--- src/rtl/fifo_vr_pkt_arbiter.sv ---
// fifo_vr_pkt_arbiter: packet-aware round-robin arbiter sharing one valid-ready FIFO write port
module fifo_vr_pkt_arbiter #(
  parameter int NUM_IN = 4,
  parameter int DATA_W = 32,
  parameter int ID_W   = $clog2(NUM_IN),
  parameter int CNT_W  = 16
) (
  input  logic                     clk,
  input  logic                     sync_rst,
  input  logic                     en,
  input  logic [NUM_IN*DATA_W-1:0] data_in,
  input  logic [NUM_IN-1:0]        data_in_last,
  input  logic [NUM_IN-1:0]        data_in_valid,
  output logic [NUM_IN-1:0]        data_in_ready,
  output logic [DATA_W-1:0]        data_out,
  output logic                     data_out_last,
  output logic                     data_out_valid,
  input  logic                     data_out_ready,
  output logic [ID_W-1:0]          grant_id,
  output logic                     grant_active,
  output logic [CNT_W-1:0]         status_pkt_count
);
  typedef enum logic {IDLE, BUSY} state_t;
  state_t r_state;
  logic [ID_W-1:0] r_grant;
  logic [ID_W-1:0] r_last;
  logic [CNT_W-1:0] r_cnt;
  logic [ID_W-1:0] w_sel;
  logic [ID_W-1:0] w_idx;
  logic w_found;
  logic w_busy;
  logic w_hs;
  // nearest valid requester after the pointer; scanning far-to-near lets the nearest overwrite
  always_comb begin
    w_sel = r_last;
    w_idx = '0;
    w_found = 1'b0;
    for (int k = NUM_IN; k >= 1; k--) begin
      w_idx = ID_W'((int'(r_last) + k) % NUM_IN);
      if (data_in_valid[w_idx]) begin
        w_found = 1'b1;
        w_sel = w_idx;
      end
    end
  end
  assign w_busy           = r_state == BUSY;
  assign data_out         = data_in[int'(r_grant)*DATA_W +: DATA_W];
  assign data_out_last    = data_in_last[r_grant];
  assign data_out_valid   = w_busy & en & data_in_valid[r_grant];
  assign data_in_ready    = (w_busy & en & data_out_ready) ? NUM_IN'(1) << r_grant : '0;
  assign w_hs             = data_out_valid & data_out_ready;
  assign grant_id         = r_grant;
  assign grant_active     = w_busy;
  assign status_pkt_count = r_cnt;
  // grant lock from arbitration until the last beat handshakes; everything freezes while en is low
  always_ff @(posedge clk) begin
    if (sync_rst) begin
      r_state <= IDLE;
      r_grant <= '0;
      r_last  <= ID_W'(NUM_IN - 1);
      r_cnt   <= '0;
    end else if (en) begin
      if (r_state == IDLE && w_found) begin
        r_state <= BUSY;
        r_grant <= w_sel;
        r_last  <= w_sel;
      end else if (w_busy && w_hs && data_out_last) begin
        r_state <= IDLE;
        r_cnt   <= r_cnt + CNT_W'(1);
      end
    end
  end
endmodule

--- config.mk ---
export PLATFORM = sky130hd
export DESIGN_NAME = fifo_vr_pkt_arbiter
export DESIGN_NICKNAME = d
export VERILOG_FILES = /design/src/rtl/fifo_vr_pkt_arbiter.sv
export SDC_FILE = /design/constraint.sdc
export NUM_CORES = 1
export LEC_CHECK = 0
export CAP_MARGIN = 20
export CORE_ASPECT_RATIO = 1.25
export CORE_UTILIZATION = 29
export CTS_CLUSTER_DIAMETER = 50
export DETAILED_ROUTE_END_ITERATION = 7
export GPL_TIMING_DRIVEN = 1
export PLACE_DENSITY = 0.87
export SETUP_SLACK_MARGIN = 0.3
export SYNTH_ARGS = -nofsm -noshare
export SYNTH_HDL_FRONTEND = slang
export SYNTH_SLANG_ARGS = --single-unit
--- constraint.sdc ---
create_clock -name clk -period 2.65 [get_ports clk]
set_input_delay 0.3975 -clock clk [delete_from_list [all_inputs] [get_ports clk]]
set_output_delay 0.3975 -clock clk [all_outputs]
set_load 0.03 [all_outputs]
==> summary.txt <==
Outcome
  • Status: complete, no violations

Yosys
  • Synth top area share: 40.3%
  • Number of synthesized register bits: 21
  • Synth unique cells: 38
  • Post-synth EDFFs: 0
  • Mapped cell area: 1900 µm²
  • Post-Synthesis Cells: 175
  • Yosys top cell by area: mux4_2
  • Ys Warns: 0
  • Syn_area_per_cell: 10.9 µm²
  • Register area share after synthesis: 22.1%
  • Post-synth ARST share: 0%
  • Largest cells by area after synthesis: mux4_2 40%, dfxtp_1 22%, a21oi_1 3.7%
  • Mapped Nets: 316
  • Primary FF master, synth: dfxtp_1

Die
  • Die X: 74.4 µm
  • Die height: 92.5 µm
  • Cell Rows: 32
  • Core ar.: 6250 µm²
  • Initial core utilization: 30.4%
  • IO Pins: 197
  • DIE AREA: 6890 µm²

Clocking
  • Root buf cell: clkbuf_8
  • Worst-Skew Late Latency: 260 ps
  • CTS tree: built
  • H-Tree Depth: 1
  • Num CTS Buffers: 3
  • Clk buf depth: 2
  • Clk slew on worst S/H paths: 80 ps
  • Clock sink count: 21

Place
  • Placed Instances: 454
  • Post-Place Cell Area: 4020 µm²
  • Worst slack, placed: 113 ps
  • Routability cong.: 0.907
  • Post-DP HPWL: 7790 µm
  • Number of I/O port buffers: 196

STA
  • Skew final: 1.31 ps
  • Slew Limit Fails: 0
  • Final setup violation count: 0
  • Final Cycle Share: 87.9%
  • Count of final hold-check violations: 0
  • Peak Freq: 0.429 GHz
  • Worst slew margin: 75.5%
  • RSZ-0062 raised after global routing: false
  • Final Critical Period: 2330 ps
  • Worst Tran Pin Value: 363 ps
  • Setup TNS: 0 ps
  • Setup slack after layout: 319 ps

Routing
  • WL final: 9370 µm
  • Routed len/inst: 20.2 µm
  • Met3 wire len: 886 µm
  • Wire length on met1: 3480 µm
  • Detail Route Antenna Nets: 0
  • DRT iter0 DRCs: 86
  • Drt drc: 0
  • Via count: 2,496
  • Iteration count of the initial detailed-routing pass: 4
  • Wire length on met2: 4640 µm
  • Via density: 5.39
  • DR top layer: met4

GRT
  • GRT overflow: 0
  • Initial antenna violation count: 0
  • First-pass GRT wire length: 13,500 µm
  • Largest net degree at the start of global routing: 24
  • Gr usage total: 26.4%
  • Vias in the first global route: 2,540

Min path
  • Hold endpoint: status_pkt_count[15]
  • Hold-critical path depth: 2
  • Min-Delay Startpoint: status_pkt_count[15]
  • Worst hold-check path type: register to register

Power
  • Pwr per Cell Area: 319 nW/µm²
  • Leak: 1.49 nW
  • VDD IR max: 0.306 mV
  • Tot Pwr: 1.31 mW

Worst setup path
  • R2R Path Start: grant_id[0]
  • R2R depth: 6
  • WP data arrival: 1930 ps
  • Worst reg-to-reg setup slack: 700 ps
  • Capture point of the worst reg-to-reg path: status_pkt_count[15]
  • Crit. End Element: primary output
  • Startpoint types: input pin
  • Critical path type: input pin to primary output
  • Worst Path Required: 2250 ps
  • Max FO, Critical Path: 1

Cells and area
  • Layout area overhead: 115%
  • # diodes: 0
  • Share of layout cells above drive strength 1: 18.3%
  • Total Nets Final: 520
  • Post-route cell area: 4100 µm²
  • Post-Layout Cell Count: 463

Run
  • # Max-Cap Violations: 0
-- critical path: stages --
cell and delay (ps):
clkdlybuf4s50_1 440, mux4_2 480, clkdlybuf4s50_1 610
-- where the power goes --
group          internal (mW)  switching [mW]  total (mW)
Sequential             0.323          0.0163       0.339
Combinational          0.424           0.336       0.760
Clock                  0.105           0.104       0.209
-- cell usage after synthesis, types with 2 or more instances --
library cell,instances
or4_1,5
buf_1,4
nand3b_1,2
and4_1,4
o31ai_1,4
nor3b_1,3
nand2_1,6
or3_1,5
o21ai_1,5
clkbuf_1,6
buf_2,3
a211oi_1,2
mux4_2,34
nor2_1,11
buf_4,2
nand4_1,6
and3_1,5
and3b_1,3
inv_1,3
dfxtp_1,21
nand3_1,5
nand2b_1,3
a31oi_1,2
xor2_1,2
o21ai_0,3
a21oi_1,14
-- through the flow --
step	hold slack (ps)	utilization (%)
2_1_floorplan	533	-
3_3_place_gp	477	64.3
3_5_place_dp	488	64.3
4_1_cts	497	65.3
5_1_grt	519	65.6
6_report	500	65.6
-- area by class of cell --
class / count / area [µm²]
Clock buffer: 3 / 41.3
Clock inverter: 1 / 5.00
Fill cell: 530 / 2150
Inverter: 3 / 11.3
Multi-Input combinational cell: 136 / 1400
Sequential cell: 21 / 428
Tap cell: 85 / 106
Timing Repair Buffer: 214 / 2100
-- state kept, by name, summed over array words and instances (netlist names) --
| signal | cells |
|---|---|
| status_pkt_count | 16 |
| grant_id | 2 |
| r_last | 2 |
| grant_active | 1 |
-- metal layers --
layer	GRT usage, %	up-vias
met4	11.5	0
met5	0	-
met1	30.1	1180
met2	45.9	150
li1	-	1134
met3	5.66	32
-- worst max path at each step --
stage,start,to,slack [ps],cells after the start
final,data_in[89],data_out[25],320,3
after detailed placement,data_in_valid[3],data_out_valid,110,4
after global routing,data_in[89],data_out[25],310,3
after global placement,data_in_valid[3],data_out_valid,130,4
after CTS,grant_id[0],data_out[13],250,3
after floorplan,grant_id[0],data_out[0],480,3
-- repair_timing --
action / 4_1_cts / 5_1_grt
buffers inserted: 0 / 4
gates resized for setup: 52 / 8
gates cloned: 1 / 0
endpoints found under the setup margin: 35 / 9
hold buffers: 0 / 0
-- logic make-up after synthesis --
| family | count (synthesis) | share of synthesized area [%] |
|---|---|---|
| DFF | 21 | 22.1 |
| AOI/OAI and AO/OA | 35 | 11.1 |
| buffers and inverters | 18 | 4.14 |
| adders and majority gates | 1 | 0.658 |
| xor gates and xnor gates | 3 | 1.38 |
| muxes | 36 | 41.4 |
| and+or+nand+nor | 61 | 19.3 |
-- cells in the final DEF, fill, tap and decap left out, drive strengths merged, types with 2 or more instances in the layout --
cell type      count
mux4              34
o21ai              8
dlygate4sd2       24
clkdlybuf4s50    161
and4               4
nand2b             3
inv                3
a211oi             2
and3b              3
clkbuf             8
o31ai              4
nand4              6
and3               5
nor3b              3
dfxtp             21
or3                5
xor2               2
a31oi              2
or4                5
nand2              6
clkdlybuf4s15      6
buf               17
nor2              11
nand3              5
nand3b             2
a21oi             14
Power figures use the tool's default switching activity.
